File: config.mk
export PLATFORM = sky130hd
export DESIGN_NAME = dm_arbiter
export DESIGN_NICKNAME = d
export VERILOG_FILES = /design/src/rtl/dm_arbiter.sv
export SDC_FILE = /design/constraint.sdc
export NUM_CORES = 1
export LEC_CHECK = 0
export CAP_MARGIN = 10
export CORE_MARGIN = 5
export CORE_UTILIZATION = 41
export CTS_CLUSTER_SIZE = 24
export DETAILED_ROUTE_END_ITERATION = 16
export HOLD_SLACK_MARGIN = 0.15
export PLACE_DENSITY = 0.75
export SLEW_MARGIN = 40
export SYNTH_ARGS = -nofsm -noshare
export SYNTH_HDL_FRONTEND = slang
export SYNTH_SLANG_ARGS = --single-unit
export TNS_END_PERCENT = 10
File: constraint.sdc
create_clock -name clk -period 3.4 [get_ports clk]
set_input_delay 0.51 -clock clk [delete_from_list [all_inputs] [get_ports clk]]
set_output_delay 0.51 -clock clk [all_outputs]
set_load 0.01 [all_outputs]
File: src/rtl/dm_arbiter.sv
// Two-requester (CPU, loader) arbiter for a single data memory with fixed read latency.
// Round-robin on ties; one transaction at a time; outputs and rdata are registered.
module dm_arbiter #(
  parameter int DATA_W  = 16,
  parameter int ADDR_W  = 4,
  parameter int MEM_LAT = 1
) (
  input  logic              clk,
  input  logic              rst,
  input  logic              cpu_req,
  input  logic              cpu_we,
  input  logic [ADDR_W-1:0] cpu_addr,
  input  logic [DATA_W-1:0] cpu_wdata,
  output logic              cpu_gnt,
  output logic              cpu_ack,
  output logic [DATA_W-1:0] cpu_rdata,
  input  logic              ldr_req,
  input  logic              ldr_we,
  input  logic [ADDR_W-1:0] ldr_addr,
  input  logic [DATA_W-1:0] ldr_wdata,
  output logic              ldr_gnt,
  output logic              ldr_ack,
  output logic [DATA_W-1:0] ldr_rdata,
  output logic              mem_en,
  output logic              mem_we,
  output logic [ADDR_W-1:0] mem_addr,
  output logic [DATA_W-1:0] mem_wdata,
  input  logic [DATA_W-1:0] mem_rdata,
  output logic              busy
);

  typedef enum logic [1:0] {IDLE, GRANT, WAIT, DONE} state_t;

  localparam logic [3:0] LAT_M1 = 4'(MEM_LAT - 1);

  state_t              state_q, state_d;
  logic                owner_q, owner_d;        // 0 = CPU, 1 = loader
  logic                last_owner_q, last_owner_d;
  logic                we_q, we_d;
  logic [3:0]          cnt_q, cnt_d;
  logic [ADDR_W-1:0]   mem_addr_q, mem_addr_d;
  logic [DATA_W-1:0]   mem_wdata_q, mem_wdata_d;
  logic [DATA_W-1:0]   cpu_rdata_q, cpu_rdata_d;
  logic [DATA_W-1:0]   ldr_rdata_q, ldr_rdata_d;
  logic                cpu_gnt_q, cpu_gnt_d;
  logic                ldr_gnt_q, ldr_gnt_d;
  logic                cpu_ack_q, cpu_ack_d;
  logic                ldr_ack_q, ldr_ack_d;
  logic                mem_en_q, mem_en_d;
  logic                mem_we_q, mem_we_d;
  logic                busy_q, busy_d;
  logic                win;

  always_comb begin
    state_d      = state_q;
    owner_d      = owner_q;
    last_owner_d = last_owner_q;
    we_d         = we_q;
    cnt_d        = cnt_q;
    mem_addr_d   = mem_addr_q;
    mem_wdata_d  = mem_wdata_q;
    cpu_rdata_d  = cpu_rdata_q;
    ldr_rdata_d  = ldr_rdata_q;
    cpu_gnt_d    = 1'b0;
    ldr_gnt_d    = 1'b0;
    cpu_ack_d    = 1'b0;
    ldr_ack_d    = 1'b0;
    mem_en_d     = 1'b0;
    mem_we_d     = 1'b0;
    win          = 1'b0;

    case (state_q)
      IDLE: begin
        if (cpu_req || ldr_req) begin
          // On a tie the requester that did not win last time goes first.
          win          = (cpu_req && ldr_req) ? ~last_owner_q : ldr_req;
          state_d      = GRANT;
          owner_d      = win;
          last_owner_d = win;
          we_d         = win ? ldr_we : cpu_we;
          mem_addr_d   = win ? ldr_addr : cpu_addr;
          mem_wdata_d  = win ? ldr_wdata : cpu_wdata;
          cpu_gnt_d    = ~win;
          ldr_gnt_d    = win;
          mem_en_d     = 1'b1;
          mem_we_d     = win ? ldr_we : cpu_we;
        end
      end
      GRANT: begin
        state_d = WAIT;
        cnt_d   = LAT_M1;
      end
      WAIT: begin
        if (cnt_q == 4'd0) begin
          state_d = DONE;
          if (!we_q) begin
            if (owner_q) ldr_rdata_d = mem_rdata;
            else         cpu_rdata_d = mem_rdata;
          end
          cpu_ack_d = ~owner_q;
          ldr_ack_d = owner_q;
        end else begin
          cnt_d = cnt_q - 4'd1;
        end
      end
      DONE: begin
        state_d = IDLE;
      end
      default: begin
        state_d = IDLE;
      end
    endcase

    busy_d = (state_d != IDLE);
  end

  always_ff @(posedge clk or posedge rst) begin
    if (rst) begin
      state_q      <= IDLE;
      owner_q      <= 1'b0;
      last_owner_q <= 1'b1;
      we_q         <= 1'b0;
      cnt_q        <= 4'd0;
      mem_addr_q   <= '0;
      mem_wdata_q  <= '0;
      cpu_rdata_q  <= '0;
      ldr_rdata_q  <= '0;
      cpu_gnt_q    <= 1'b0;
      ldr_gnt_q    <= 1'b0;
      cpu_ack_q    <= 1'b0;
      ldr_ack_q    <= 1'b0;
      mem_en_q     <= 1'b0;
      mem_we_q     <= 1'b0;
      busy_q       <= 1'b0;
    end else begin
      state_q      <= state_d;
      owner_q      <= owner_d;
      last_owner_q <= last_owner_d;
      we_q         <= we_d;
      cnt_q        <= cnt_d;
      mem_addr_q   <= mem_addr_d;
      mem_wdata_q  <= mem_wdata_d;
      cpu_rdata_q  <= cpu_rdata_d;
      ldr_rdata_q  <= ldr_rdata_d;
      cpu_gnt_q    <= cpu_gnt_d;
      ldr_gnt_q    <= ldr_gnt_d;
      cpu_ack_q    <= cpu_ack_d;
      ldr_ack_q    <= ldr_ack_d;
      mem_en_q     <= mem_en_d;
      mem_we_q     <= mem_we_d;
      busy_q       <= busy_d;
    end
  end

  assign cpu_gnt   = cpu_gnt_q;
  assign ldr_gnt   = ldr_gnt_q;
  assign cpu_ack   = cpu_ack_q;
  assign ldr_ack   = ldr_ack_q;
  assign cpu_rdata = cpu_rdata_q;
  assign ldr_rdata = ldr_rdata_q;
  assign mem_en    = mem_en_q;
  assign mem_we    = mem_we_q;
  assign mem_addr  = mem_addr_q;
  assign mem_wdata = mem_wdata_q;
  assign busy      = busy_q;

endmodule

==> metrics.yaml, run 1 <==
route:
  drt-initial-drc-count: 48
  vias: 2230
  postRouteAntennaNets: 0
  drt-total-wl_mm: 7.10
  wl_per_cell_um: 15.4
  drt_pass1_iterations: 4
  vias_per_cell: 4.83
  drcViolationCount: 0
pwr:
  pwr-share-comb_pct: 47.5
  peakVddDrop_mv: 0.430
  power.share.switching_pct: 32.8
  pwr-share-seq_pct: 36.1
  clockPowerShare_pct: 16.4
  intPower_w: 0.00262
  finalPower_w: 0.00389
  p_per_area_nw_per_um2: 893
  leakage_nw: 1.91
  power_switching_w: 0.00128
global_route:
  antenna_found_initial: 0
  grt_max_degree: 37
  grt_first_pass_wirelength_mm: 11.5
  grt_usage_pct: 16.9
  overflow: 0
  grt_pass1_vias: 2435
critical_path:
  crit_fanout: 16
  r2r_end: "ldr_rdata[15]"
  slowest_delay_ns: 0.43
  start_kind: "register"
  path_depth: 5
  critical_path_buf_inv_count: 1
  critPathLaunch: "cnt_q[1]"
  r2r_slack_ns: 1.36
  r2r-start: "cnt_q[1]"
  reg2reg_depth: 5
  end_kind: "register"
  cp_top_family: "simple AND/OR/NAND/NOR gates"
  critical_path_required_ns: 3.62
  critPathCapture: "ldr_rdata[15]"
  worstPathCellList: "inv_1 -> ha_1 -> nor3b_4 -> nand4b_4 -> mux2_4"
  timing.critical_path.arrival_ns: 2.26
  critPathKind: "reg -> reg"
  crit_slowest_cell: "mux2_4"
timing:
  period_minus_slack_ns: 2.04
  max_freq_mhz: 490
  fin_setup_tns_ns: 0
  slew_viol_final: 0
  finalSetupViolations: 0
  hold_viol_final: 0
  clock_skew_ns: 0.0131
  rsz0062_at_grt: "false"
  worst_pin_slew_ns: 0.603
  finalCritPeriodShare_pct: 60.0
  slew-limit-headroom_pct: 59.7
flow_run:
  maxCapViolations: 0
yosys:
  async_flop_share_pct: 100
  synth_flop_cell: "dfrtp_1"
  yosysMostFrequentCell: "dfrtp_1"
  syn_avg_cell_area_um2: 12.0
  synth_top_area_cell: "dfrtp_1"
  ys_ff_latch: 68
  synth_area_um2: 2860
  ys_seq_area_share_pct: 59.6
  synth_common_cells: "dfrtp_1, a21oi_1, nor2_1"
  yosysWarnings: 0
  synth_edf_count: 0
  syn-num-nets: 303
  netlist_instances: 237
  netlist.area_leader.share_pct: 58.7
  ys_top_cells_by_area: "dfrtp_1, mux2_2, a21oi_1"
  synthDistinctLibCells: 32
clock_tree:
  cts_buffers: 9
  cts_root_buffer: "clkbuf_8"
  post-cts-setup-buffers: 0
  clkSinkCount: 68
  clk_pin_slew_worst_paths_ns: 0.07
  tritoncts: "done"
  cts_max_level: 3
  cts_buffer_depth: 2
  clk_latency_ns: 0.34
  cts_hold_buffers: 0
  cts_resized: 0
status:
  status: "finished clean"
floorplan:
  start_util_pct: 42.0
  placementRows: 30
  die_y_um: 93.5
  pin_count: 121
  die-area_um2: 8730
  core_um2: 6790
  fp.dieW_um: 93.5
layout:
  nets: 427
  diodes: 0
  final_area_um2: 4360
  drive_gt1_share_pct: 16.7
  stdcell_count: 462
  synthToLayoutAreaGrowth_pct: 52.7
placed_design:
  dpl_cell_area_um2: 4160
  port_buffers: 120
  dp_hpwl_mm: 5.28
  gp_congestion: 0.845
  dpl.cell_count: 446
hold_path:
  hold_class: "reg -> reg"
[power groups by stage]
stage               sequential, W  combinational (W)  clock (W)
floorplan                 0.00156           0.000766          0
global placement          0.00141            0.00184          0
detailed placement        0.00142            0.00188          0
CTS                       0.00141            0.00188   0.000657
global route              0.00146            0.00201   0.000701
finish                    0.00140            0.00185   0.000641
[how the worst min path moves through the flow]
stage | startpoint | endpoint | slack, ns | cells after the start
global route | cpu_rdata[5] | cpu_rdata[5] | 0.52 | 1
CTS | cpu_rdata[5] | cpu_rdata[5] | 0.51 | 1
global placement | cpu_rdata[13] | cpu_rdata[13] | 0.49 | 1
floorplan | cnt_q[1] | cnt_q[1] | 0.49 | 1
detailed placement | ldr_rdata[7] | ldr_rdata[7] | 0.49 | 1
finish | cpu_rdata[5] | cpu_rdata[5] | 0.51 | 1
[cells in the final DEF, fill, tap and decap left out, drive strengths merged, types with 2 or more instances in the layout]
cell type	netlist	layout
clkdlybuf4s50	0	120
ha	4	4
nor2	24	24
inv	7	6
mux2	32	32
a21oi	43	43
a21o	2	2
buf	2	4
clkbuf	9	10
or3	2	2
a22o	2	2
o21ai	4	4
nand2	21	21
dfrtp	67	67
clkinv	0	5
and3	2	2
[layout make-up]
cell class	count	area, µm²
tap	96	120
multi-input combinational	151	1070
sequential	68	1700
clock buffer	10	128
inverter	7	27.5
fill	564	2430
clock inverter	6	65.1
timing repair buffer	124	1240
[per-layer routing]
layer,global-route usage [%],wire [µm]
met5,0,0
met4,5.86,85
met3,9.81,945
met2,26.6,3230
met1,19.2,2830
[cells by family after synthesis]
family                     synth area share, %
buffers and inverters                     2.89
DFF                                       59.6
muxes                                     14.3
AOI/OAI and AO/OA                         11.0
and+or+nand+nor                           10.4
adders and majority gates                 1.75
[sequential cells by signal (all words and copies together), names as in the netlist, 2 cells and up]
name,flops
cnt_q,4
cpu_rdata,16
ldr_rdata,16
state_q,2
mem_wdata,16
mem_addr,4
[metrics by stage]
step	hold slack, ns	setup WS [ns]	utilization, %
floorplan	0.487	1.18	-
global placement	0.486	1.04	61.3
detailed placement	0.490	0.958	61.3
CTS	0.509	1.33	64.1
global route	0.524	1.25	64.2
finish	0.506	1.36	64.2
Note: power is estimated with default switching activity, not from simulation.
==> inputs of run 2 (changes only) <==
--- a/config.mk
+++ b/config.mk
@@ -7,11 +7,11 @@
 export LEC_CHECK = 0
 export CAP_MARGIN = 10
 export CORE_MARGIN = 5
-export CORE_UTILIZATION = 41
+export CORE_UTILIZATION = 38
 export CTS_CLUSTER_SIZE = 24
 export DETAILED_ROUTE_END_ITERATION = 16
 export HOLD_SLACK_MARGIN = 0.15
-export PLACE_DENSITY = 0.75
+export PLACE_DENSITY = 0.73
 export SLEW_MARGIN = 40
 export SYNTH_ARGS = -nofsm -noshare
 export SYNTH_HDL_FRONTEND = slang
==> constraint.sdc (replaced) <==
create_clock -name clk -period 1.7 [get_ports clk]
set_input_delay 0.255 -clock clk [delete_from_list [all_inputs] [get_ports clk]]
set_output_delay 0.255 -clock clk [all_outputs]
set_load 0.01 [all_outputs]
==> metrics.yaml, run 2 (synthesis results as in run 1) <==
route:
  wl_met2_mm: 3.51
  drt-initial-drc-count: 62
  wl_per_cell_um: 14.8
  drcViolationCount: 0
  wl_met3_um: 613
  drt-total-wl_mm: 7.24
  wl_met1_mm: 3.08
  vias: 2296
  postRouteAntennaNets: 0
  vias_per_cell: 4.70
  topRoutingLayerUsed: "met4"
  drt_pass1_iterations: 4
pwr:
  pwr-share-seq_pct: 33.7
  peakVddDrop_mv: 0.700
  leakage_nw: 2.09
  p_per_area_nw_per_um2: 1780
  pwr-share-comb_pct: 46.9
  power.share.switching_pct: 31.3
  clockPowerShare_pct: 19.4
  power_switching_w: 0.00261
  intPower_w: 0.00573
  finalPower_w: 0.00834
global_route:
  grt_max_degree: 24
  grt_first_pass_wirelength_mm: 12.4
  grt_usage_pct: 16.0
  overflow: 0
  antenna_found_initial: 0
  grt_pass1_vias: 2452
status:
  status: "finished clean"
layout:
  num-fill-cells: 590
  final_common_cell: "clkdlybuf4s50_1"
  multi_input_area_um2: 1080
  drive_gt1_share_pct: 22.6
  diodes: 0
  seq_area_um2: 1700
  synthToLayoutAreaGrowth_pct: 63.9
  nets: 451
  layout_common_cells: "clkdlybuf4s50_1, dfrtp_1, a21oi_1"
floorplan:
  die_y_um: 96.7
  start_util_pct: 39.2
  placementRows: 31
  core_um2: 7290
  fp.dieW_um: 96.7
  die-area_um2: 9350
  pin_count: 121
flow_run:
  maxCapViolations: 0
timing:
  max_freq_mhz: 599
  clock_skew_ns: 0.00911
  slew-limit-headroom_pct: 69.7
  finalSetupViolations: 0
  worst_pin_slew_ns: 0.454
  rsz0062_at_grt: "true"
  finalCritPeriodShare_pct: 98.1
  slew_viol_final: 0
  fin_setup_tns_ns: 0
  hold_viol_final: 0
  period_minus_slack_ns: 1.67
critical_path:
  r2r_slack_ns: 0.03
  crit_fanout: 16
  reg2reg_depth: 7
  timing.critical_path.arrival_ns: 1.89
  end_kind: "register"
  start_kind: "register"
  critical_path_required_ns: 1.92
  critPathKind: "reg -> reg"
clock_tree:
  clkSinkCount: 68
  tritoncts: "done"
  cts_buffers: 9
  cts_hold_buffers: 0
  cts_root_buffer: "clkbuf_8"
  cts_max_level: 3
  clk_latency_ns: 0.34
  clk_pin_slew_worst_paths_ns: 0.08
  cts_buffer_depth: 2
placed_design:
  gp_congestion: 0.783
  port_buffers: 120
  dp_hpwl_mm: 5.47
hold_path:
  hold_class: "in -> async"
==> run 2: timing repair <==
item | 4_1_cts | 5_1_grt
gates cloned | 0 | 1
gates resized for setup | 3 | 2
pin swaps | 2 | 3
setup endpoints to repair | 29 | 33
buffers inserted | 2 | 6
==> run 2: cell type report <==
cell class	count	share of cell area, %
timing repair buffer	148	32.0
inverter	7	0.642
sequential	68	36.4
multi-input combinational	151	23.1
clock buffer	9	2.65
tap	99	2.65
clock inverter	7	2.59
==> run 2: final timing paths <==
| kind | from | endpoint |
|---|---|---|
| max | cnt_q[1] | cpu_rdata[6] |
| max reg2reg | cnt_q[1] | cpu_rdata[6] |
| min | rst | cpu_rdata[2] |
| max in group asynchronous | rst | cpu_gnt |
| min reg2reg | cpu_rdata[14] | cpu_rdata[14] |
| min in group clk | cpu_wdata[11] | mem_wdata[11] |
==> run 2: metrics by stage <==
step                      utilization, %  hold slack, ns  cells  setup slack [ns]  cell area (µm²)
after detailed placement            59.2           0.492    464           -0.0715             4320
after CTS                           63.0           0.283    482            0.0121             4590
final                               64.2           0.273    489            0.0317             4680
after global routing                64.2           0.285    489           -0.0253             4680
after global placement              59.2           0.489    464           -0.0356             4320
after floorplan                        -           0.325    237           -0.0482             2860
==> run 2: power groups by stage <==
stage | clock (W) | combinational [W] | sequential (W)
after global placement | 0 | 0.00382 | 0.00282
after CTS | 0.00166 | 0.00390 | 0.00282
after global routing | 0.00174 | 0.00424 | 0.00292
final | 0.00162 | 0.00391 | 0.00281
after floorplan | 0 | 0.00153 | 0.00312
after detailed placement | 0 | 0.00389 | 0.00283
==> run 2: critical path, cell delays in order, from the launching register on <==
cell and delay (ns):
dfrtp_1 0.39, inv_2 0.09, ha_4 0.13, nor3b_4 0.26
buf_4 0.17, nand3_4 0.07, buf_12 0.17, mux2_2 0.27
==> run 2: per-layer routing <==
metal / global-route usage, % / vias to the layer above
li1: - / 1117
met5: 0 / -
met3: 6.91 / 4
met1: 19.4 / 1091
met4: 4.54 / 0
met2: 26.2 / 84
==> inputs of run 3 (changes only) <==
--- a/config.mk
+++ b/config.mk
@@ -11,7 +11,7 @@
 export CTS_CLUSTER_SIZE = 24
 export DETAILED_ROUTE_END_ITERATION = 16
 export HOLD_SLACK_MARGIN = 0.15
-export PLACE_DENSITY = 0.73
+export PLACE_DENSITY_LB_ADDON = 0.12
 export SLEW_MARGIN = 40
 export SYNTH_ARGS = -nofsm -noshare
 export SYNTH_HDL_FRONTEND = slang
==> metrics.yaml, run 3 (synthesis results as in run 1) <==
critical_path:
  reg2reg_depth: 6
  start_kind: "register"
  r2r-start: "cnt_q[1]"
  critPathCapture: "ldr_rdata[15]"
  critical_path_required_ns: 1.93
  r2r_end: "ldr_rdata[15]"
  crit_fanout: 7
  timing.critical_path.arrival_ns: 1.90
  r2r_slack_ns: 0.02
  end_kind: "register"
  critPathKind: "reg -> reg"
  critPathLaunch: "cnt_q[1]"
layout:
  final_common_cell: "clkdlybuf4s50_1"
  layout_common_cells: "clkdlybuf4s50_1, dfrtp_1, a21oi_1"
  nets: 443
  diodes: 0
  drive_gt1_share_pct: 21.2
  synthToLayoutAreaGrowth_pct: 58.8
  num-fill-cells: 630
  stdcell_count: 481
route:
  wl_per_cell_um: 15.1
  vias: 2263
  vias_per_cell: 4.70
  drt_pass1_iterations: 4
  drt-initial-drc-count: 51
  drt-total-wl_mm: 7.27
  postRouteAntennaNets: 0
  drcViolationCount: 0
clock_tree:
  cts_buffers: 9
  cts_hold_buffers: 0
  cts_max_level: 3
  cts_buffer_depth: 2
  clk_latency_ns: 0.34
  cts_root_buffer: "clkbuf_8"
  clkSinkCount: 68
  tritoncts: "done"
  clk_pin_slew_worst_paths_ns: 0.08
global_route:
  grt_max_degree: 69
  grt_first_pass_wirelength_mm: 12.3
  overflow: 0
  antenna_found_initial: 0
  grt_usage_pct: 16.1
  grt_pass1_vias: 2473
pwr:
  leakage_nw: 2.00
  peakVddDrop_mv: 0.806
  p_per_area_nw_per_um2: 1760
floorplan:
  start_util_pct: 39.2
  die_y_um: 96.7
  die-area_um2: 9350
  core_um2: 7290
  pin_count: 121
  placementRows: 31
  fp.dieW_um: 96.7
timing:
  clock_skew_ns: 0.0129
  slew_viol_final: 0
  hold_viol_final: 0
  finalCritPeriodShare_pct: 98.6
  period_minus_slack_ns: 1.68
  rsz0062_at_grt: "true"
  max_freq_mhz: 597
  slew-limit-headroom_pct: 75.3
  setup_ws_ns: 0.0236
  finalSetupViolations: 0
  worst_pin_slew_ns: 0.370
flow_run:
  maxCapViolations: 0
placed_design:
  dpl.cell_count: 461
  port_buffers: 120
  dp_hpwl_mm: 5.25
  pre_cts_ws_ns: -0.0290
  gp_congestion: 0.731
hold_path:
  hold_class: "in -> async"
status:
  status: "finished clean"
run 3: cell count changes in the layout (fill, tap and decap cells not counted):
cell        change
buf_12          -3
ha_1            -1
clkinv_2        -1
clkbuf_16       -1
clkinvlp_4      +1
buf_4           -5
bufinv_16       -2
inv_6           +2
ha_2            +1
buf_8           +1
run 3: repair_timing:
| action | 4_1_cts | 5_1_grt |
|---|---|---|
| gates resized for setup | 4 | 4 |
| pin swaps | 1 | 2 |
| endpoints found under the hold margin | 0 | 0 |
| endpoints found under the setup margin | 23 | 33 |
| buffers inserted | 2 | 2 |
run 3: worst min path at each step:
stage / slack, ns / cells past startpoint / to
final: 0.33 / 3 / mem_en
after CTS: 0.36 / 3 / ldr_rdata[8]
after global routing: 0.37 / 3 / mem_en
after global placement: 0.49 / 1 / ldr_rdata[9]
after detailed placement: 0.49 / 1 / ldr_rdata[2]
after floorplan: 0.32 / 1 / last_owner_q
run 3: critical path, cell delays in order, from the launching register on:
cell      delay (ns)
dfrtp_1         0.40
inv_2           0.09
ha_4            0.14
nor3b_4         0.30
nand4b_4        0.17
buf_8           0.18
mux2_4          0.30
run 3: power breakdown:
group	internal (W)	leakage, nW	switching [W]
logic	0.00225	1.10	0.00155
clock network	0.000701	0.101	0.000687
registers	0.00239	0.801	0.000403
run 3: per-stage QoR:
stage / cell area [µm²] / utilization (%) / hold slack (ns) / power (W) / setup TNS (ns)
after CTS: 4510 / 61.8 / 0.365 / 0.00809 / -0.00311
after global placement: 4270 / 58.6 / 0.488 / 0.00659 / 0
after global routing: 4530 / 62.2 / 0.373 / 0.00855 / -0.764
after detailed placement: 4270 / 58.6 / 0.494 / 0.00666 / -0.128
after floorplan: 2860 / - / 0.325 / 0.00465 / -0.482
final: 4530 / 62.2 / 0.333 / 0.00799 / 0
run 3: area by class of cell:
| type | count | area (µm²) | share of cell area, % |
|---|---|---|---|
| sequential | 68 | 1700 | 37.6 |
| timing repair buffer | 140 | 1390 | 30.6 |
| multi-input combinational | 151 | 1080 | 23.9 |
| clock buffer | 9 | 124 | 2.73 |
| tap | 99 | 124 | 2.73 |
| clock inverter | 7 | 81.3 | 1.79 |
| inverter | 7 | 30.0 | 0.662 |
run 3: metal layers:
layer | share of wire [%] | GRT usage (%) | routed length (µm) | up-vias
met2 | 45 | 23.9 | 3260 | 85
met4 | 1.1 | 4.86 | 81 | 0
met5 | 0 | 0 | 0 | -
met3 | 9.0 | 7.77 | 654 | 7
met1 | 45 | 20.9 | 3270 | 1069
li1 | - | - | - | 1102
